File: config.mk
export PLATFORM = sky130hd
export DESIGN_NAME = demux_2b_flat
export DESIGN_NICKNAME = d
export VERILOG_FILES = /design/src/rtl/demux_2b_if.sv /design/src/rtl/demux_2b.sv /design/src/flat_wrapper.sv
export SDC_FILE = /design/constraint.sdc
export NUM_CORES = 1
export LEC_CHECK = 0
export CAP_MARGIN = 5
export CORE_AREA = 8 8 69 71
export CTS_BUF_LIST = sky130_fd_sc_hd__clkbuf_8
export CTS_CLUSTER_SIZE = 14
export DETAILED_ROUTE_END_ITERATION = 16
export DIE_AREA = 0 0 77 79
export PLACE_DENSITY = 0.63
export SYNTH_ARGS = -nofsm -noshare
export SYNTH_HDL_FRONTEND = slang
export SYNTH_SLANG_ARGS = --single-unit
File: constraint.sdc
create_clock -name clk -period 2.5 [get_ports clk]
set_clock_uncertainty 0.1 [all_clocks]
set_input_delay 0.5 -clock clk [delete_from_list [all_inputs] [get_ports clk]]
set_output_delay 0.5 -clock clk [all_outputs]
set_load 0.005 [all_outputs]
File: src/rtl/demux_2b_if.sv
// Bus bundle for demux_2b: single producer port plus two consumer lanes.
// The slave modport is the demux side; master is the producer/consumer side.
interface demux_2b_if #(
   parameter int unsigned WIDTH = 2
) ();
   logic             valid_in;
   logic             selector;
   logic [WIDTH-1:0] data_in;
   logic             ready_in;
   logic [WIDTH-1:0] data_out0;
   logic [WIDTH-1:0] data_out1;
   logic             valid_out0;
   logic             valid_out1;
   logic             pop0;
   logic             pop1;
   logic             full0;
   logic             full1;
   logic             overflow;

   modport master (
      output valid_in, selector, data_in, pop0, pop1,
      input  ready_in, data_out0, data_out1, valid_out0, valid_out1, full0, full1, overflow
   );

   modport slave (
      input  valid_in, selector, data_in, pop0, pop1,
      output ready_in, data_out0, data_out1, valid_out0, valid_out1, full0, full1, overflow
   );
endinterface

File: src/rtl/demux_2b.sv
// Two-lane buffered demultiplexer: each input word is steered by selector into one of two
// independent DEPTH-entry FIFOs, with per-lane pop handshakes and a sticky overflow flag.
module demux_2b #(
   parameter int unsigned WIDTH = 2,
   parameter int unsigned DEPTH = 4
) (
   input logic        clk,
   input logic        reset,
   demux_2b_if.slave  bus
);
   localparam int unsigned AW = (DEPTH > 1) ? $clog2(DEPTH) : 1;
   localparam logic [AW:0] DepthCnt = (AW + 1)'(DEPTH);
   localparam logic [AW:0] CntOne   = (AW + 1)'(1);

   logic [WIDTH-1:0] mem_q    [2][DEPTH];
   logic [AW-1:0]    wr_ptr_q [2];
   logic [AW-1:0]    wr_ptr_d [2];
   logic [AW-1:0]    rd_ptr_q [2];
   logic [AW-1:0]    rd_ptr_d [2];
   logic [AW:0]      cnt_q    [2];
   logic [AW:0]      cnt_d    [2];
   logic             overflow_q;
   logic             overflow_d;

   logic [1:0] pop_req;
   logic [1:0] lane_valid;
   logic [1:0] lane_full;
   logic [1:0] push_go;
   logic [1:0] pop_go;
   logic       ready;

   assign pop_req = {bus.pop1, bus.pop0};

   // Full/empty come from the count alone; pointer equality is ambiguous.
   always_comb begin
      for (int n = 0; n < 2; n++) begin
         lane_valid[n] = (cnt_q[n] != '0);
         lane_full[n]  = (cnt_q[n] == DepthCnt);
      end
   end

   // A full lane popped this cycle frees a slot for the incoming word.
   assign ready = !lane_full[bus.selector] || pop_req[bus.selector];

   always_comb begin
      overflow_d = overflow_q | (bus.valid_in & ~ready);
      for (int n = 0; n < 2; n++) begin
         push_go[n]  = bus.valid_in & ready & (bus.selector == 1'(n));
         pop_go[n]   = pop_req[n] & lane_valid[n];
         wr_ptr_d[n] = wr_ptr_q[n] + AW'(push_go[n]);
         rd_ptr_d[n] = rd_ptr_q[n] + AW'(pop_go[n]);
         cnt_d[n]    = cnt_q[n];
         unique case ({push_go[n], pop_go[n]})
            2'b10:   cnt_d[n] = cnt_q[n] + CntOne;
            2'b01:   cnt_d[n] = cnt_q[n] - CntOne;
            default: cnt_d[n] = cnt_q[n];
         endcase
      end
   end

   always_ff @(posedge clk) begin
      if (reset) begin
         overflow_q <= 1'b0;
         for (int n = 0; n < 2; n++) begin
            wr_ptr_q[n] <= '0;
            rd_ptr_q[n] <= '0;
            cnt_q[n]    <= '0;
         end
      end else begin
         overflow_q <= overflow_d;
         for (int n = 0; n < 2; n++) begin
            wr_ptr_q[n] <= wr_ptr_d[n];
            rd_ptr_q[n] <= rd_ptr_d[n];
            cnt_q[n]    <= cnt_d[n];
         end
      end
   end

   // Storage carries no reset; stale entries are masked by the count.
   always_ff @(posedge clk) begin
      for (int n = 0; n < 2; n++) begin
         if (!reset && push_go[n]) begin
            mem_q[n][wr_ptr_q[n]] <= bus.data_in;
         end
      end
   end

   assign bus.ready_in   = ready;
   assign bus.valid_out0 = lane_valid[0];
   assign bus.valid_out1 = lane_valid[1];
   assign bus.data_out0  = lane_valid[0] ? mem_q[0][rd_ptr_q[0]] : '0;
   assign bus.data_out1  = lane_valid[1] ? mem_q[1][rd_ptr_q[1]] : '0;
   assign bus.full0      = lane_full[0];
   assign bus.full1      = lane_full[1];
   assign bus.overflow   = overflow_q;

endmodule

File: src/flat_wrapper.sv
// flat-port wrapper written by rule: the top's interface ports become plain ports
module demux_2b_flat 
#(
   parameter int unsigned WIDTH = 2,
   parameter int unsigned DEPTH = 4
)
  (clk, reset, bus_valid_in, bus_selector, bus_data_in, bus_pop0, bus_pop1, bus_ready_in, bus_data_out0, bus_data_out1, bus_valid_out0, bus_valid_out1, bus_full0, bus_full1, bus_overflow);
  demux_2b_if #(.WIDTH(WIDTH)) bus_i ();
  input logic clk;
  input logic reset;
  input wire logic [$bits(bus_i.valid_in)-1:0] bus_valid_in;
  input wire logic [$bits(bus_i.selector)-1:0] bus_selector;
  input wire logic [$bits(bus_i.data_in)-1:0] bus_data_in;
  input wire logic [$bits(bus_i.pop0)-1:0] bus_pop0;
  input wire logic [$bits(bus_i.pop1)-1:0] bus_pop1;
  output wire logic [$bits(bus_i.ready_in)-1:0] bus_ready_in;
  output wire logic [$bits(bus_i.data_out0)-1:0] bus_data_out0;
  output wire logic [$bits(bus_i.data_out1)-1:0] bus_data_out1;
  output wire logic [$bits(bus_i.valid_out0)-1:0] bus_valid_out0;
  output wire logic [$bits(bus_i.valid_out1)-1:0] bus_valid_out1;
  output wire logic [$bits(bus_i.full0)-1:0] bus_full0;
  output wire logic [$bits(bus_i.full1)-1:0] bus_full1;
  output wire logic [$bits(bus_i.overflow)-1:0] bus_overflow;
  assign bus_i.valid_in = bus_valid_in;
  assign bus_i.selector = bus_selector;
  assign bus_i.data_in = bus_data_in;
  assign bus_i.pop0 = bus_pop0;
  assign bus_i.pop1 = bus_pop1;
  assign bus_ready_in = bus_i.ready_in;
  assign bus_data_out0 = bus_i.data_out0;
  assign bus_data_out1 = bus_i.data_out1;
  assign bus_valid_out0 = bus_i.valid_out0;
  assign bus_valid_out1 = bus_i.valid_out1;
  assign bus_full0 = bus_i.full0;
  assign bus_full1 = bus_i.full1;
  assign bus_overflow = bus_i.overflow;
  demux_2b #(.WIDTH(WIDTH), .DEPTH(DEPTH)) u_core (.clk(clk), .reset(reset), .bus(bus_i));
endmodule
# --- Word-level counts from Yosys, hierarchy flattened ---
# Memory sizes are Yosys's and may differ from the RTL's.
# Cells that the tools add are included.
# W data, S select, Z words.
totals:
  mem_bits_ro: 0
  ramBits: 30
  input_bits: 8
  memories: 4
  latch_bits: 0
  wordCells: 89
  regBits: 1
  output_inout_bits: 10
classes:
  n_shift: 0
  n_mul: 0
  n_addsub: 8
  n_eq_ne: 6
  n_reduce_logical: 10
  mux: 34
  div_mod_pow: 0
  bitwise_logic: 19
  magnitude_cmp: 7
mem_list:
  columns: ["name", "words", "word_bits", "read_ports", "rd_clocked_by_memory_dff", "write_ports", "line_no", "source"]
  rows:
  - ["u_core.mem_q", 2, 8, 2, 0, 1, "demux_2b.sv:15", "logic [WIDTH-1:0] mem_q [2][DEPTH];"]
  - ["u_core.cnt_q", 2, 3, 2, 0, 2, "demux_2b.sv:20", "logic [AW:0] cnt_q [2];"]
  - ["u_core.rd_ptr_q", 2, 2, 2, 0, 2, "demux_2b.sv:18", "logic [AW-1:0] rd_ptr_q [2];"]
  - ["u_core.wr_ptr_q", 2, 2, 2, 0, 2, "demux_2b.sv:16", "logic [AW-1:0] wr_ptr_q [2];"]
ops:
  columns: ["op", "count"]
  rows:
  - ["$mux W8", 4]
  - ["$mux W2", 12]
  - ["$ge A3 B3 Y1 const B", 4]
  - ["$not A2 Y3", 4]
  - ["$pmux W3 S2", 2]
  - ["$mux W1", 10]
  - ["$add A2 B1 Y2", 4]
  - ["$bmux W2 S2", 2]
  - ["$demux W2 S2", 2]
  - ["$reduce_or A8 Y1", 1]
  - ["$or A1 B1 Y1", 7]
  - ["$add A3 B1 Y3 const B", 2]
  - ["$and A1 B1 Y1", 6]
  - ["$eq A3 B3 Y1 const B", 2]
  - ["$lt A3 B1 Y1 const B", 2]
  - ["$mux W3", 2]
  - ["$reduce_bool A3 Y1", 2]
  - ["$sub A3 B1 Y3 const B", 2]
  - ["$eq A2 B1 Y1 const B", 2]
  - ["$eq A2 B2 Y1 const B", 2]
  - ["$logic_and A1 B1 Y1", 4]
  - ["$logic_not A1 Y1", 2]
  - ["$lt A1 B2 Y1 const B", 1]
  - ["$not A1 Y1", 2]
  - ["$logic_or A1 B1 Y1", 1]

# --- Longest topological paths before layout ---
depth:
  word_depth: 12
  depth_mapped: 9
  mapped_depth_nobuf: 9

# --- Worst setup path before layout ---
# No wires, ideal clock.
synth_path:
  path_type: "input -> register"
  startpoint: "input port bus_pop0"
  endpoint: "memory u_core.cnt_q[0][2] (netlist bit)"
  path_slack_ns: 0.110
  setup_ns: 0.071
  required_time_ns: 2.329
  cell_stages: 8
  t_arrival_ns: 2.220
  path_buffers: 0
  path_cell_list: "or4b_4 -> nand2_1 -> ha_1 -> inv_1 -> fa_1 -> xor2_1 -> or3_1 -> a21oi_1"
synth_rtl:
  columns: ["element", "line_no", "source"]
  rows:
  - ["start: declaration", "flat_wrapper.sv:14", "input wire logic [$bits(bus_i.pop0)-1:0] bus_pop0;"]
  - ["end: declaration", "demux_2b.sv:20", null]

==> flow_summary.ini <==
[floorplan]
ioPinCount = 18
coreArea_mm2 = 0.00380
die_w_um = 77
fp.dieH_um = 79
core.rowCount = 23
dieArea_mm2 = 0.00608
start_util = 0.375

[grt]
grt_usage = 0.0960
grt_pass1_wl_um = 4510
gr-usage-met3 = 0.0372
grt_max_degree = 19
use_met1 = 0.0943
busiest_layer = met2
globalRouteOverflowTotal = 0
grt_pass1_vias = 1001
grt_use_met2 = 0.175
antenna_found_initial = 0

[yosys]
ys_types = 27
yosysTopAreaCell = edfxtp_1
netlist_instances = 119
synth-seq-area-share = 0.549
netlist_top_cells_area = edfxtp_1, dfxtp_1, mux4_2, ha_1, nor2b_1
yosysTopAreaCellShare = 0.338
synth_warnings = 0
syn_nets = 135
ys_seq_elements = 31
synthesis.area_mm2 = 0.00142
synth.avg_cell_area_um2 = 12.0

[setup_path]
start_kind = input pin
crit_path_end_kind = register
critical_path_class = in2reg
max_stage_delay_ns = 0.52
worstPathMaxFanout = 2
crit_chain = dlygate4sd2_1 > or4b_4 > nand2_4 > ha_2 > inv_1 > fa_2 > xor2_1 > or3_4 > a21oi_2
slowest_stage = or4b_4
cp.arrival_ns = 2.60
worstPathRequired_ns = 2.62

[clock_tree]
cts_max_path_buffers = 2
cts-buffers-inserted = 5
cts_root_buffer = clkbuf_8
clk_latency_ns = 0.28
cts-htree-levels = 2
clock-sinks = 31
cts_tree = done
cts_hold_repair.buffers = 0
clkTransAtPathRegs_ns = 0.07

[run]
drv_cap = 0

[placement]
port_buffers = 17
placed_area_mm2 = 0.00174
gp_congestion = 0.731
dpl.hpwl_um = 2040

[drt]
drtIter0Drc = 25
drc = 0
first_pass_iters = 4
antenna_left = 0
vias = 964
wl_um = 2770
vias_per_cell = 4.68
wire_per_inst_um = 13.5

[final_layout]
syn_to_final_growth_pct = 32.2
fillCellCount = 370
multi_input_area_um2 = 634
seqCellArea_um2 = 782
diodes = 0
drive_gt1_frac = 0.231
fin_nets = 171
fin_area_mm2 = 0.00188

[timing]
final-setup-viol-count = 0
fmax_mhz = 403
finalCritPeriodShare = 0.991
tns_ns = 0
relSlewSlack = 0.713
max_slew.worst_pin.slew_ns = 0.428
finalHoldViolCount = 0
holdWs_ns = 0.428
fin_crit_ns = 2.48
drv_slew = 0

[power]
power.density_mw_per_mm2 = 941
peakVddDrop_mv = 0.537
p_leak_nw = 0.690

[run_status]
outcome = finished, final reports clean

[worst_hold_path]
holdCritPathClass = reg2reg
## logic make-up after synthesis
family	after synthesis	share of synthesized area
mux	4	0.0633
compound gates	8	0.0308
fa+ha+maj	8	0.0809
buf+inv	12	0.0325
xor+xnor	8	0.0492
flops	31	0.549
simple gates	48	0.194
## layout make-up
type / count / area share
Clock inverter: 3 / 0.00865
Sequential cell: 31 / 0.416
Tap cell: 50 / 0.0333
Inverter: 10 / 0.0200
Multi-Input combinational cell: 76 / 0.337
Clock buffer: 5 / 0.0366
Timing Repair Buffer: 31 / 0.148
## flip-flops by register name, indices dropped and copies added (netlist names)
signal	count
u_core.mem_q	16
u_core.cnt_q	6
u_core.rd_ptr_q	4
u_core.wr_ptr_q	4
u_core.bus.overflow	1
## worst max-delay path, delay by kind of cell
family                   cells  cell delay [ns]
XOR/XNOR                     1             0.17
buffers and inverters        2             0.30
AND/OR/NAND/NOR              3             1.00
AO/OA/AOI/OAI                1             0.11
adder cells (fa/ha/maj)      2             0.50
## report_power, final
group | internal (W) | switching [W]
logic | 0.000417 | 0.000290
registers | 0.000605 | 0.0000858
clock network | 0.000190 | 0.000182
total | 0.00121 | 0.000558
## layer usage
metal | wire (um) | vias to the layer above
li1 | - | 481
met1 | 1070 | 460
met2 | 1540 | 18
met3 | 118 | 5
met4 | 51 | 0
met5 | 0 | -
## through the flow
| step | std cells | power (W) | utilization | setup WS [ns] |
|---|---|---|---|---|
| floorplan | 119 | 0.00103 | - | 0.110 |
| global placement | 197 | 0.00134 | 0.459 | -0.316 |
| detailed placement | 197 | 0.00138 | 0.459 | -0.405 |
| CTS | 206 | 0.00177 | 0.487 | 0.0219 |
| global route | 206 | 0.00191 | 0.495 | -0.0315 |
| finish | 206 | 0.00177 | 0.495 | 0.0217 |
## cell usage after synthesis
cell type / count
and2b_2: 1
or4b_4: 1
o311ai_1: 1
fa_1: 2
or2b_1: 1
or3_1: 3
nand2_1: 4
nor2_1: 14
or2b_2: 1
buf_1: 1
nor2b_1: 10
mux4_2: 4
nor3_1: 4
a21oi_1: 5
or3b_1: 1
edfxtp_1: 16
clkbuf_2: 1
and3_1: 1
xor2_1: 4
nand3b_1: 1
nor3b_1: 5
nor4b_1: 1
dfxtp_1: 15
xnor2_1: 4
inv_1: 10
ha_1: 6
o21ai_0: 2
## path summary, 6_finish.rpt
check / from / to / slack, ns / depth (start not counted)
worst min register to register: u_core.cnt_q[0][5]$_SDFFE_PP0P_ / u_core.cnt_q[0][5]$_SDFFE_PP0P_ / 0.43 / 2
worst max-delay path: bus_pop0 / u_core.cnt_q[0][2]$_SDFFE_PP0P_ / 0.02 / 9
worst min-delay path: u_core.cnt_q[0][5]$_SDFFE_PP0P_ / u_core.cnt_q[0][5]$_SDFFE_PP0P_ / 0.43 / 2
worst max register to register: u_core.cnt_q[0][0]$_SDFFE_PP0P_ / u_core.cnt_q[0][2]$_SDFFE_PP0P_ / 0.09 / 8
## placed cells by master (no fill, tap or decap), types with 2 or more instances in the layout
| master | instances |
|---|---|
| mux4_2 | 4 |
| nor2_1 | 13 |
| ha_1 | 5 |
| or3_1 | 2 |
| xor2_1 | 4 |
| clkdlybuf4s50_1 | 14 |
| nor3_1 | 4 |
| buf_4 | 13 |
| nor3b_1 | 5 |
| o21ai_0 | 2 |
| dlygate4sd2_1 | 2 |
| xnor2_1 | 4 |
| a21oi_1 | 4 |
| nand2_1 | 3 |
| clkbuf_8 | 5 |
| edfxtp_1 | 16 |
| dfxtp_1 | 14 |
| nor2b_1 | 10 |
| inv_1 | 11 |
## repair_timing
item                                    CTS  global route
setup buffers                             1             0
pin swaps                                 3             3
endpoints found under the setup margin    3             4
gates resized for setup                   7             7
Note: power is estimated with default switching activity, not from simulation.
